<file path="config.mk">
export PLATFORM = sky130hd
export DESIGN_NAME = fft_output_stream
export DESIGN_NICKNAME = d
export VERILOG_FILES = /design/src/rtl/fft_output_stream.sv
export SDC_FILE = /design/constraint.sdc
export NUM_CORES = 1
export LEC_CHECK = 0
export BUFFER_PORTS_ARGS = -buffer_cell sky130_fd_sc_hd__clkbuf_2
export CAP_MARGIN = 15
export CORE_MARGIN = 4
export CORE_UTILIZATION = 30
export CTS_BUF_LIST = sky130_fd_sc_hd__clkbuf_4 sky130_fd_sc_hd__clkbuf_8
export DETAILED_ROUTE_END_ITERATION = 6
export SYNTH_ARGS = -nofsm -noshare
export SYNTH_HDL_FRONTEND = slang
export SYNTH_SLANG_ARGS = --single-unit
export TNS_END_PERCENT = 1
</file>
<file path="constraint.sdc">
create_clock -name clk -period 7.9 [get_ports clk]
set_clock_uncertainty 0.2 [all_clocks]
set_input_delay 0 -clock clk [delete_from_list [all_inputs] [get_ports clk]]
set_output_delay 0 -clock clk [all_outputs]
set_load 0.05 [all_outputs]
</file>
<file path="src/rtl/fft_output_stream.sv">
// Streams one FFT frame out of a multi-lane RAM, in natural or bit-reversed order,
// through a small credit-controlled skid FIFO onto a valid/ready output.
module fft_output_stream #(
  parameter int unsigned N      = 32,
  parameter int unsigned WORD   = 16,
  parameter int unsigned LANES  = 2,
  parameter int unsigned RD_LAT = 1
) (
  input  logic                             clk,
  input  logic                             reset,
  input  logic                             start,
  input  logic                             bitrev_en,
  output logic                             rd_en,
  output logic [LANES*$clog2(N)-1:0]       rd_addr,
  input  logic [LANES*2*WORD-1:0]          rd_data,
  output logic [LANES*2*WORD-1:0]          m_data,
  output logic                             m_valid,
  input  logic                             m_ready,
  output logic                             m_last,
  output logic                             busy,
  output logic                             done
);

  localparam int unsigned AW    = $clog2(N);
  localparam int unsigned BEATS = N / LANES;
  localparam int unsigned BW    = LANES * 2 * WORD;
  localparam int unsigned D     = RD_LAT + 2;
  localparam int unsigned PW    = $clog2(D);
  localparam int unsigned OW    = $clog2(D + 1);
  localparam int unsigned SUMW  = OW + 1;
  localparam int unsigned CW    = $clog2(BEATS) + 1;

  typedef enum logic [1:0] {IDLE, RUN, DRAIN} state_t;

  state_t              state, state_next;
  logic                brev;
  logic [CW-1:0]       ic;
  logic [CW-1:0]       k;
  logic [RD_LAT-1:0]   pipe;
  logic [BW-1:0]       mem [D];
  logic [PW-1:0]       wptr, rptr;
  logic [OW-1:0]       occ;
  logic                wr_c, pop_c, last_c, issue_c, start_c, can_issue_c;
  logic [SUMW-1:0]     pending_c;
  logic [AW*LANES-1:0] addr_c;

  function automatic logic [AW-1:0] bit_reverse(input logic [AW-1:0] a);
    logic [AW-1:0] r;
    for (int b = 0; b < int'(AW); b++) r[b] = a[int'(AW)-1-b];
    return r;
  endfunction

  function automatic logic [PW-1:0] ptr_inc(input logic [PW-1:0] p);
    return (p == PW'(D - 1)) ? '0 : p + PW'(1);
  endfunction

  assign wr_c    = pipe[RD_LAT-1];
  assign m_valid = (occ != '0);
  assign m_data  = mem[rptr];
  assign pop_c   = m_valid & m_ready;
  assign last_c  = (k == CW'(BEATS - 1));
  assign m_last  = m_valid & last_c;

  // Credit check: entries after this cycle's pop plus all reads still on their way must fit in D.
  always_comb begin
    pending_c = SUMW'(occ) + SUMW'(rd_en);
    for (int i = 0; i < int'(RD_LAT); i++) pending_c = pending_c + SUMW'(pipe[i]);
    can_issue_c = (pending_c < (SUMW'(D) + SUMW'(pop_c)));
  end

  // Next state; the first read is issued straight from IDLE on an accepted start.
  always_comb begin
    state_next = state;
    issue_c    = 1'b0;
    start_c    = 1'b0;
    case (state)
      IDLE: begin
        if (start) begin
          state_next = RUN;
          issue_c    = 1'b1;
          start_c    = 1'b1;
        end
      end
      RUN: begin
        if (can_issue_c) begin
          issue_c = 1'b1;
          if (ic == CW'(BEATS - 1)) state_next = DRAIN;
        end
      end
      DRAIN: begin
        if (pop_c && last_c) state_next = IDLE;
      end
      default: state_next = IDLE;
    endcase
  end

  // Lane addresses for the read being issued this cycle.
  always_comb begin
    logic [CW-1:0] base;
    logic          sel;
    logic [AW-1:0] lane;
    base   = start_c ? '0 : ic;
    sel    = start_c ? bitrev_en : brev;
    lane   = '0;
    addr_c = '0;
    for (int j = 0; j < int'(LANES); j++) begin
      lane = AW'(int'(base) * int'(LANES) + j);
      addr_c[j*AW +: AW] = sel ? bit_reverse(lane) : lane;
    end
  end

  // Control registers: state, counters, read port, status flags.
  always_ff @(posedge clk) begin
    if (reset) begin
      state   <= IDLE;
      brev    <= 1'b0;
      ic      <= '0;
      k       <= '0;
      rd_en   <= 1'b0;
      rd_addr <= '0;
      busy    <= 1'b0;
      done    <= 1'b0;
    end else begin
      state <= state_next;
      busy  <= (state_next != IDLE);
      done  <= (state == DRAIN) && pop_c && last_c;
      rd_en <= issue_c;
      if (issue_c) rd_addr <= addr_c;
      if (start_c) begin
        brev <= bitrev_en;
        ic   <= CW'(1);
        k    <= '0;
      end else begin
        if (issue_c) ic <= ic + CW'(1);
        if (pop_c)   k  <= k + CW'(1);
      end
    end
  end

  // In-flight tracker and FIFO pointers; clearing them on reset drops late RAM returns.
  always_ff @(posedge clk) begin
    if (reset) begin
      pipe <= '0;
      wptr <= '0;
      rptr <= '0;
      occ  <= '0;
    end else begin
      pipe[0] <= rd_en;
      for (int i = 1; i < int'(RD_LAT); i++) pipe[i] <= pipe[i-1];
      if (wr_c)  wptr <= ptr_inc(wptr);
      if (pop_c) rptr <= ptr_inc(rptr);
      occ <= occ + OW'(wr_c) - OW'(pop_c);
    end
  end

  // FIFO storage; emptiness is tracked by occ, so contents need no reset.
  always_ff @(posedge clk) begin
    if (wr_c) mem[wptr] <= rd_data;
  end

endmodule

</file>
==> Word level (Yosys, flattened, before mapping) <==
Memory sizes are Yosys's and may differ from the RTL's. A register that Yosys moved wholly into a read port is not among the register bits.
Cells that the tools add are included.
{ "op_classes": {"add_sub_neg": 10, "n_lt_le_gt_ge": 1, "n_eq_ne": 6, "muxes": 21, "bitwise_logic": 2, "n_reduce_logical": 8} }
{ "op_table": {"columns": ["op", "count"], "rows": [
  ["2-bit 2-to-1 mux", 8],
  ["5-bit by 1-bit adder with 5-bit output (second input constant)", 3],
  ["5-bit by 4-bit == test with 1-bit output (second input constant)", 2],
  ["5-bit 2-to-1 mux", 2],
  ["1-bit 2-to-1 mux", 8],
  ["2-bit == test (second input constant)", 3],
  ["2-bit case mux with 3 select lines", 1],
  ["2-bit nonzero test", 3],
  ["2-bit by 1-bit adder with 2-bit output (second input constant)", 2],
  ["4-bit 2-to-1 mux", 1],
  ["2-bit by 1-bit adder with 3-bit output", 1],
  ["2-bit by 1-bit adder with 3-bit output (first input constant)", 1],
  ["3-bit by 1-bit adder with 3-bit output", 1],
  ["1-bit logical AND", 3],
  ["3-bit < comparator", 1],
  ["2-bit by 1-bit adder with 2-bit output", 1],
  ["1-bit AND", 2],
  ["2-bit by 1-bit == test with 1-bit output (second input constant)", 1],
  ["2-bit zero test", 1],
  ["1-bit case mux with 2 select lines", 1],
  ["2-bit OR reduction", 1],
  ["2-bit by 1-bit subtractor with 2-bit output", 1]
]} }
{ "word_totals": {"ff_bits": 33, "ramBits": 192, "output_inout_bits": 79, "elab_cells": 62, "n_memories": 1} }
{ "mem_list": {"columns": ["name", "depth", "word_bits", "rd", "rd_clocked_by_memory_dff", "write_ports", "line_no", "rtl"], "rows": [
  ["mem", 3, 64, 1, 1, 1, "40", "logic [BW-1:0] mem [D];"]
]} }

==> Depth between registers and ports, before layout <==
{ "depth": {"word_depth": 8, "mapped_depth": 8, "depth_no_buf": 8} }

==> Least setup slack after synthesis <==
No wires, ideal clock.
{ "synth_path": {"kind": "reg2reg", "startpoint": "reg pipe", "endpoint": "mem mem[0][0] in the netlist's numbering (enable)", "setup_time_ps": 568, "arrival_time_ps": 4916, "required_ps": 7132, "setup_slack_ps": 2217, "stages_incl_launch_ff": 3, "n_path_buf": 0, "synth_period_minus_slack_ps": 5683, "cell_sequence": "dfxtp_1 -> inv_1 -> nor3_1"} }
{ "synth_between": {"elab_chain_len": 2} }
{ "synth_rtl": {"columns": ["element", "line_no", "rtl"], "rows": [
  ["start, declared", "39", "logic [RD_LAT-1:0] pipe;"],
  ["1-bit 2-to-1 mux", "158", "if (wr_c) mem[wptr] <= rd_data;"],
  ["1-bit 2-to-1 mux (not written as such)", "158", null],
  ["end, declared", "40", null]
]} }
No other way between the ends.

==> flow_summary_export.csv <==
group,metric,value,unit
global_routing,grt_pass1_wl,27800,um
clock_network,ctsLongestPathBuffers,3,
die,die_x,177,um
sta,period_minus_slack,2880,ps
synthesis,syn_area,8540,um^2
die,die_y,177,um
detailed_routing,routedWlPerCell,14.7,um
sta,drv_slew,0,
pwr,p_per_area,293,nW/um^2
setup_path,worstSetupEndpointType,"primary output",
placement,placed_cell_area,9670,um^2
clock_network,cts_buffers,39,
final_layout,area_growth,31.9,%
run,max_cap_viol_count,0,
setup_path,worst_setup_path_start_kind,"register",
sta,fin_ws,5020,ps
clock_network,cts.clk_slew.worst_paths,60,ps
placement,pre_cts_ws,5150,ps
final_layout,layout_common_cells,"edfxtp_1, clkbuf_2, nand2_1",
final_layout,fin_util,0.403,
clock_network,clk_latency,500,ps
die,core,27900,um^2
global_routing,antenna_found_initial,1,
synthesis,synth.distinct_cells,43,
pwr,total_power,3.30,mW
placement,hpwl,10600,um
detailed_routing,via_count,5299,
final_layout,fill_cells,2628,
final_layout,stdcell_area,11300,um^2
setup_path,cp.arrival,2680,ps
synthesis,synth_area_per_cell,15.1,um^2
synthesis,ys_seq_area_frac,0.750,
global_routing,grt_start_max_net_pins,117,
final_layout,nets,884,
sta,max_freq,347,MHz
global_routing,grt_pass1_vias,5392,
final_layout,drive_gt1_frac,0.276,
die,io-pin-count,148,
clock_network,cts_root_buffer,"clkbuf_8",
die,num_rows,61,
sta,maxSlewHeadroom,0.267,
sta,tightest_slew,1100,ps
synthesis,synth_edf_count,192,
synthesis,synthCells,567,
placement,port-buffer-count,147,
detailed_routing,ant_nets,0,
synthesis,async_flop_share,0,
sta,fin_setup_tns,0,ps
detailed_routing,drc_errors,0,
sta,finalHoldViolCount,0,
sta,finalHoldWorstSlack,39.8,ps
sta,rsz0062_at_grt,"false",
synthesis,ys_warn_count,0,
setup_path,required,7700,ps
setup_path,path_class,"reg2out",
placement,place_congestion,0.733,
die,start_util,0.306,
sta,setup_viol,0,
clock_network,cts_tree,"built",
synthesis,synth.ff_latch_count,224,
pwr,cellLeakagePower,3.93,nW
global_routing,track_usage,0.112,
detailed_routing,drt_iter0_markers,253,
sta,finalCritPeriodShare,0.365,
global_routing,grt-ovfl-total,0,
final_layout,stdcell_count,1212,
die,dieArea,31200,um^2
final_layout,mostFrequentLayoutCell,"edfxtp_1",
clock_network,cts_max_level,2,
detailed_routing,drt-vias-per-instance,4.37,
synthesis,synth_fp_nets,646,
pwr,peakVddDrop,0.173,mV
setup_path,path_max_fanout,35,
status,status,"finished clean",
clock_network,cts_sinks,224,
detailed_routing,wl,17800,um
hold_path,hp-class,"in2reg",
detailed_routing,first_pass_iters,4,
synthesis,ys.flop_type,"edfxtp_1",
placement,place_inst,1067,
area by class of cell:
type,count,area [um^2],share of cell area
sequential,224,6410,0.569
multi-input combinational,303,1960,0.174
timing repair buffer,228,1530,0.136
clock buffer,55,669,0.0594
tap,378,473,0.0420
clock inverter,14,174,0.0154
inverter,9,33.8,0.00300
antenna,1,2.50,0.000222
cells in the mapped netlist, types with 5 or more instances:
master,count,share of area
a211oi_1,5,0.0044
inv_1,8,0.0035
dfxtp_1,32,0.075
ha_1,9,0.013
nand2_1,78,0.034
a21oi_1,17,0.010
mux2i_1,64,0.075
o211ai_1,7,0.0062
buf_2,9,0.0053
edfxtp_1,192,0.68
o21ai_0,65,0.038
nor2_1,14,0.0062
nand3_1,6,0.0035
clkbuf_1,17,0.0075
sequential cells by signal, summed over array words and instances, names as in the netlist, 2 cells and up, named ones only:
name,cells
wptr,2
mem,192
ic,5
occ,2
rptr,2
rd_addr,7
state,2
k,5
path summary, 6_finish.rpt:
kind | from | slack (ps) | to | cells after the start
worst max-delay path | register | 5020 | m_data[33] | 4
worst min-delay path | rd_data[14] | 40 | mem[2][14] | 2
worst max register to register | occ[1] | 5150 | rd_addr[5] | 7
worst min register to register | rd_addr[4] | 290 | rd_addr[4] | 2
cell families after synthesis:
group,share of synthesized area
compound gates,0.0696
xor+xnor,0.00513
fa+ha+maj,0.0155
buf+inv,0.0220
flops,0.750
mux,0.0777
simple gates,0.0598
power by group:
| group | total, mW | switching (mW) | internal (mW) |
|---|---|---|---|
| Sequential | 1.38 | 0.0521 | 1.33 |
| Combinational | 0.795 | 0.576 | 0.219 |
| Clock | 1.12 | 0.440 | 0.678 |
per-layer routing:
metal | part of all wire | GRT usage
met5 | 0 | 0
met4 | 0.018 | 0.0338
met3 | 0.068 | 0.0346
met2 | 0.48 | 0.188
met1 | 0.44 | 0.139
critical path: stages, from the launching register on:
cell      delay, ps
dfxtp_4         720
buf_4           670
mux2i_1         150
o21ai_0         290
clkbuf_2        340
what timing repair did:
item                      CTS  global route
resized for setup           0             0
hold buffers               75             0
hold endpoints to repair  220             0
setup buffers               0             0
Note: power is estimated with default switching activity, not from simulation.
